==> src/rtl/ifu_fetch.sv <==
// Instruction fetch unit: one outstanding memory fetch, a single-entry output buffer toward
// decode, and PC redirects that discard any fetch already in flight.
module ifu_fetch #(
    parameter logic [63:0] RESET_PC = 64'h0000_0000_8000_0000
) (
    input  logic        clock,
    input  logic        reset,
    output logic        io_mem_req_valid,
    output logic [63:0] io_mem_req_addr,
    input  logic        io_mem_req_ready,
    input  logic        io_mem_resp_valid,
    input  logic [31:0] io_mem_resp_data,
    input  logic        io_redirect_valid,
    input  logic [63:0] io_redirect_target,
    output logic        io_out_valid,
    input  logic        io_out_ready,
    output logic [31:0] io_out_inst,
    output logic [63:0] io_out_pc
);

    typedef enum logic [1:0] {StIdle, StReq, StWait, StOut} state_e;

    state_e      state_q, state_d;
    logic [63:0] pc_q, pc_d;
    logic        drop_q, drop_d;
    logic [31:0] inst_q, inst_d;
    logic [63:0] out_pc_q, out_pc_d;

    always_comb begin
        state_d  = state_q;
        pc_d     = pc_q;
        drop_d   = drop_q;
        inst_d   = inst_q;
        out_pc_d = out_pc_q;
        unique case (state_q)
            StIdle: begin
                state_d = StReq;
                if (io_redirect_valid) pc_d = io_redirect_target;
            end
            StReq: begin
                if (io_redirect_valid) pc_d = io_redirect_target;
                if (io_mem_req_ready) begin
                    state_d = StWait;
                    // The fetch just issued targets the old PC and must be thrown away.
                    if (io_redirect_valid) drop_d = 1'b1;
                end
            end
            StWait: begin
                if (io_redirect_valid) pc_d = io_redirect_target;
                if (io_mem_resp_valid) begin
                    if (io_redirect_valid || drop_q) begin
                        state_d = StReq;
                        drop_d  = 1'b0;
                    end else begin
                        inst_d   = io_mem_resp_data;
                        out_pc_d = pc_q;
                        state_d  = StOut;
                    end
                end else if (io_redirect_valid) begin
                    drop_d = 1'b1;
                end
            end
            StOut: begin
                if (io_redirect_valid) begin
                    pc_d    = io_redirect_target;
                    state_d = StReq;
                end else if (io_out_ready) begin
                    pc_d    = pc_q + 64'd4;
                    state_d = StReq;
                end
            end
            default: state_d = StIdle;
        endcase
    end

    always_ff @(posedge clock) begin
        if (!reset) begin
            state_q  <= StIdle;
            pc_q     <= RESET_PC;
            drop_q   <= 1'b0;
            inst_q   <= 32'd0;
            out_pc_q <= 64'd0;
        end else begin
            state_q  <= state_d;
            pc_q     <= pc_d;
            drop_q   <= drop_d;
            inst_q   <= inst_d;
            out_pc_q <= out_pc_d;
        end
    end

    // Both valids come straight from state so neither loops back through its ready.
    assign io_mem_req_valid = (state_q == StReq);
    assign io_mem_req_addr  = pc_q;
    assign io_out_valid     = (state_q == StOut);
    assign io_out_inst      = inst_q;
    assign io_out_pc        = out_pc_q;

endmodule

==> config.mk <==
export PLATFORM = sky130hd
export DESIGN_NAME = ifu_fetch
export DESIGN_NICKNAME = d
export VERILOG_FILES = /design/src/rtl/ifu_fetch.sv
export SDC_FILE = /design/constraint.sdc
export NUM_CORES = 1
export LEC_CHECK = 0
export CAP_MARGIN = 5
export CORE_MARGIN = 2
export CORE_UTILIZATION = 41
export CTS_CLUSTER_SIZE = 16
export DETAILED_ROUTE_END_ITERATION = 12
export PLACE_DENSITY_LB_ADDON = 0.2
export SLEW_MARGIN = 20
export SYNTH_ARGS = -nofsm -noshare
export SYNTH_HDL_FRONTEND = slang
export SYNTH_SLANG_ARGS = --single-unit
export TNS_END_PERCENT = 1
==> constraint.sdc <==
create_clock -name clock -period 4.5 [get_ports clock]
set_input_delay 0.9 -clock clock [delete_from_list [all_inputs] [get_ports clock]]
set_output_delay 0.9 -clock clock [all_outputs]
set_load 0.05 [all_outputs]
==> results.md, run 1 <==
- Setup violations, final: 0
- Largest net degree at the start of global routing: 97
- Max-cap check violation count: 0
- Final nets: 1341
- Slowest CP cell: and4bb_1
- CP endpoint kind: flop
- Placed insts: 1443
- Leak: 3.682 nW
- Non-Filler Instances: 1475
- CP Max Fanout: 10
- Worst setup SP type: flop
- Die ar.: 19720 um^2
- Most common cell in the netlist: nand2_1
- Num ports: 264
- Max-slew violations: 0
- Post-Synthesis Cell Area: 7631 um^2
- Warnings from Yosys: 0
- Maximum clock path buffer count: 2
- Antenna-violating nets left: 0
- Via density: 5.532
- Routability cong.: 0.8627
- Core Area: 18090 um^2
- Maximum vdd ir drop: 0.0002674 V
- Share of layout cells above drive strength 1: 5.457%
- CTS H-tree depth: 4
- Pwr dens: 317.7 nW/um^2
- Final hold vios: 0
- Status: completed
- Dominant cell type by area after synthesis: dfxtp_1
- TritonCTS Buffers: 17
- Top post-synthesis cells by count: 269 x nand2_1, 163 x dfxtp_1, 158 x a21oi_1
- # rows: 49
- Top cell type's share of synthesized area: 42.76%
- Post-DP HPWL: 17.00 mm
- CTS resizes: 0
- Worst EP required: 4.85 ns
- Crit path arrival time: 3.40 ns
- Worst slew margin: 28.04%
- Crit share post-route: 67.86%
- Final Util: 60.09%
- Initial Util: 42.19%
- Fin Clk Skew: 0.009173 ns
- Top delay family on crit path: simple AND/OR/NAND/NOR gates
- Worst skew pair latency: 0.43 ns
- Syn Area/Cell: 7.526 um^2
- Global-route wire length before repair: 40.00 mm
- Tmin final: 3.054 ns
- Initial antenna violation count: 1
- Clock transition at path regs: 0.06 ns
- CP Class: reg2reg
- Clock Tree Root: clkbuf_16
- Top cells by area, synth: dfxtp_1 43%, nand2_1 13%, a21oi_1 10%, nor2_1 3.0%, clkbuf_1 2.6%
- Vias in the first global route: 7356
- Worst Tran Pin Value: 1.079 ns
- Final WL: 25.14 mm
- Achievable Freq: 0.3275 GHz
- Mapped Cells: 1014
- RSZ-0062 raised after global routing: false
- Post-synth top flop: dfxtp_1
- Hold crit path type: reg2reg
- Drt initial violations: 598
- GRT Total Usage: 24.99%
- Post-synthesis sequential area ratio: 42.76%
- DRC viols: 0
- Min Hold Slack: 0.4525 ns
- Post-Syn Nets: 1122
- Synth unique cells: 68
- Reg2reg start: io_mem_req_addr[2]
- Post-synth EDFFs: 0
- DR pass1 iterations: 6
- ANT cells: 0
- Asr flop ratio synth: 0%
- Critical path origin: io_mem_req_addr[2]
- Critical path buffer and inverter count: 0
- Die width: 140.4 um
- TritonCTS clock tree: built
- Synthesized flop and latch total: 163
- Vias after detailed routing: 8160
- Hold Buf Count CTS: 0
- Delay of the slowest critical-path stage: 0.57 ns
- Setup TNS Final: 0 ns
- Sink Count: 163
- Post-CTS Setup Repair Bufs: 0
- Wire per inst: 17.05 um
- Chip Height: 140.4 um
- Worst hold start: io_out_pc[35]
- Port bufs: 263
- Crit-path cells: ha_1, nand4_1, nor3_1, and4bb_1, nand4_4, or4_1, a31oi_1
- Overflow after GRT: 0
- Area grow syn2layout: 42.42%
- Total power: 3.452 mW
[stage by stage]
step	cell area [um^2]	setup slack (ns)
after floorplan	7631	1.874
after global placement	10320	1.154
after detailed placement	10320	1.108
after CTS	10870	1.461
after global routing	10870	1.177
final	10870	1.446
[layer usage]
layer	vias to the layer above	GRT usage [%]	part of all wire [%]
met2	314	39.14	46
met1	3788	34.67	45
met3	31	5.573	6.9
met5	-	0	0.064
met4	2	7.124	1.8
li1	4025	-	-
[sequential cells by signal, summed over array words and instances (netlist names)]
register,count
io_mem_req_addr,64
drop_q,1
io_out_inst,32
state_q,2
io_out_pc,64
[layout make-up]
type,instances,area (um^2)
Clock buffer,20,466.7
Multi-Input combinational cell,771,4031
Fill cell,1671,7218
Tap cell,229,286.5
Timing Repair Buffer,273,2708
Sequential cell,163,3263
Clock inverter,12,83.83
Inverter,7,28.78
[tightest hold or removal path, cell delays in order, from the launching register on]
cell and delay [ns]:
dfxtp_1 0.31, nand2_1 0.05, a21oi_1 0.05
[logic make-up after synthesis]
| logic type | synth area share [%] |
|---|---|
| buffers and inverters | 4.853 |
| AO/OA/AOI/OAI | 22.10 |
| multiplexers | 1.181 |
| flip-flops | 42.76 |
| adder cells (fa/ha/maj) | 0.9837 |
| AND/OR/NAND/NOR | 28.12 |
[path summary, 6_finish.rpt]
| path | endpoint | slack, ns | cells past startpoint |
|---|---|---|---|
| setup / recovery | io_mem_req_addr[58] | 1.45 | 7 |
| hold / removal | io_out_pc[35] | 0.45 | 2 |
| hold reg to reg | io_out_pc[35] | 0.45 | 2 |
| setup reg to reg | io_mem_req_addr[58] | 1.45 | 7 |
[where the power goes]
part | internal [mW] | total (mW) | switching [mW]
clock network | 0.748 | 1.36 | 0.608
registers | 1.49 | 1.57 | 0.0814
logic | 0.218 | 0.527 | 0.310
total | 2.45 | 3.45 | 0.999
[placed cells by master (no fill, tap or decap), types with 6 or more instances in the layout]
cell type	count
ha_1	6
o21ai_0	35
nor2_1	60
dfxtp_1	163
inv_1	6
clkbuf_16	17
and3_1	15
a21oi_1	157
a31oi_1	12
clkdlybuf4s50_1	263
a22oi_1	14
nand3_1	37
o22ai_1	14
buf_4	10
o211ai_1	8
mux2i_1	9
or4_1	9
nand4_1	19
nor3_1	20
nand2_1	268
No activity file was read; power rests on OpenSTA's default activity.
==> run 2, diff against run 1 <==
- clock period: 4.5 -> 2.6 ns (I/O delays scaled with it)
==> results.md, run 2 (same netlist as run 1, synthesis figures left out) <==
- Hold crit path type: reg2reg
- Overflow after GRT: 0
- Post-DP HPWL: 18.26 mm
- Crit share post-route: 97.51%
- Chip Height: 140.4 um
- DRC viols: 0
- Place WS: 0.01836 ns
- Post-CTS Setup Repair Bufs: 0
- Worst slew margin: 57.15%
- Sink Count: 163
- Area grow syn2layout: 49.34%
- Slowest CP cell: clkdlybuf4s50_1
- Comb pwr share: 16.8%
- Achievable Freq: 0.3944 GHz
- TritonCTS Buffers: 17
- Routability cong.: 0.8696
- Die ar.: 19720 um^2
- Core Area: 18090 um^2
- Clock transition at path regs: 0.07 ns
- Delay of the slowest critical-path stage: 0.88 ns
- Max-cap check violation count: 0
- Global-route wire length before repair: 42.28 mm
- Pwr dens: 544.8 nW/um^2
- Die width: 140.4 um
- Total power: 6.208 mW
- Largest net degree at the start of global routing: 59
- Most frequent cells in the layout: 268 x nand2_1, 262 x clkdlybuf4s50_1, 159 x dfxtp_1
- Clock Power Share: 40.4%
- Worst setup SP type: flop
- Maximum vdd ir drop: 0.0004512 V
- Status: completed
- Critical path buffer and inverter count: 1
- Worst EP required: 2.08 ns
- Sequential Power Share: 42.9%
- GRT Total Usage: 26.36%
- CP endpoint kind: output pin
- Total internal power: 4.374 mW
- Final hold vios: 0
- Worst skew pair latency: 0.43 ns
- Final Util: 63.01%
- Vias in the first global route: 8129
- Final WL: 26.32 mm
- Placed insts: 1496
- Wire per inst: 17.22 um
- Non-Filler Instances: 1528
- Initial antenna violation count: 1
- RSZ-0062 raised after global routing: false
- Antenna-violating nets left: 0
- ANT cells: 0
- Vias after detailed routing: 8480
- Initial Util: 42.19%
- Max-slew violations: 0
- Commonest non-fill, non-tap cell in the layout: nand2_1
- Share of layout cells above drive strength 1: 9.700%
- Min Hold Slack: 0.4532 ns
- Finished Cell Area: 11400 um^2
- Top delay family on crit path: buffers and inverters
- Port bufs: 263
- Crit path arrival time: 2.02 ns
- # fillers: 1612
- # rows: 49
- Register Area: 3268 um^2
- Final worst slack: 0.06468 ns
- Num ports: 264
- TritonCTS clock tree: built
- Via density: 5.550
- Leak: 4.002 nW
- Maximum clock path buffer count: 2
- Setup TNS Final: 0 ns
- Hold Buf Count CTS: 0
- Final nets: 1394
- Fin Clk Skew: 0.01016 ns
- Setup violations, final: 0
- Tmin final: 2.535 ns
- Drt initial violations: 736
- Switching Share: 29.55%
- P_sw: 1.834 mW
- CP Max Fanout: 6
- Worst Tran Pin Value: 0.6420 ns
- CTS H-tree depth: 4
- Clock Tree Root: clkbuf_16
- Crit-path cells: ha_1, clkdlybuf4s50_1
- DR pass1 iterations: 6
- CP Class: reg2out
- Area occupied by multi-input gates: 4038 um^2
- Placement Cell Area: 10810 um^2
-- run 2: changes by cell type in the layout (fill, tap and decap cells not counted), sizes merged --
cell	delta
dlymetal6s2s	+1
buf	+53
bufinv	+1
inv	+6
clkinvlp	+3
clkinv	-8
clkbuf	-2
clkdlybuf4s50	-1
-- run 2: worst reg2reg max path, delay by kind of cell, from the launching register on --
kind,cells,cell delay (ns)
simple gates,5,1.69
flops,1,0.42
compound gates,1,0.21
-- run 2: path summary, 6_finish.rpt --
kind                                           from             endpoint  slack [ns]  depth (start not counted)
worst max-delay path                     state_q[0]     io_mem_req_valid        0.06                          2
worst max register to register  io_mem_req_addr[45]  io_mem_req_addr[57]        0.20                          6
worst min register to register         io_out_pc[1]         io_out_pc[1]        0.45                          2
worst min-delay path                   io_out_pc[1]         io_out_pc[1]        0.45                          2
-- run 2: what timing repair did --
item	CTS	global route
endpoints found under the hold margin	0	0
setup endpoints to repair	0	2
gates resized for setup	0	2
-- run 2: metal layers --
| layer | track usage [%] | vias to the layer above | part of all wire, % |
|---|---|---|---|
| met5 | 0 | - | 0.049 |
| met4 | 10.05 | 2 | 2.7 |
| met3 | 7.521 | 55 | 7.6 |
| met2 | 41.77 | 371 | 46 |
| met1 | 34.13 | 3916 | 44 |
| li1 | - | 4136 | - |
-- run 2: power by group through the flow --
stage                     sequential [mW]  clock (mW)  combinational, mW
after floorplan                      2.97           0              0.299
after global placement               2.72           0               1.03
after detailed placement             2.72           0               1.03
after CTS                            2.66        2.54               1.04
after global routing                 2.67        2.65               1.10
final                                2.66        2.51               1.04
-- run 2: final cells by class --
cell class                      count  share of cell area [%]
Inverter                            7                  0.2525
Tap cell                          229                   2.514
Multi-Input combinational cell    771                   35.43
Clock inverter                     14                   1.230
Clock buffer                       18                   3.854
Timing Repair Buffer              326                   28.04
Sequential cell                   163                   28.68
==> run 3, diff against run 2 <==
- SKIP_CTS_REPAIR_TIMING: unset -> 1
==> results of run 3 <==
Final layout, timing and power as in run 2 (identical DEF).
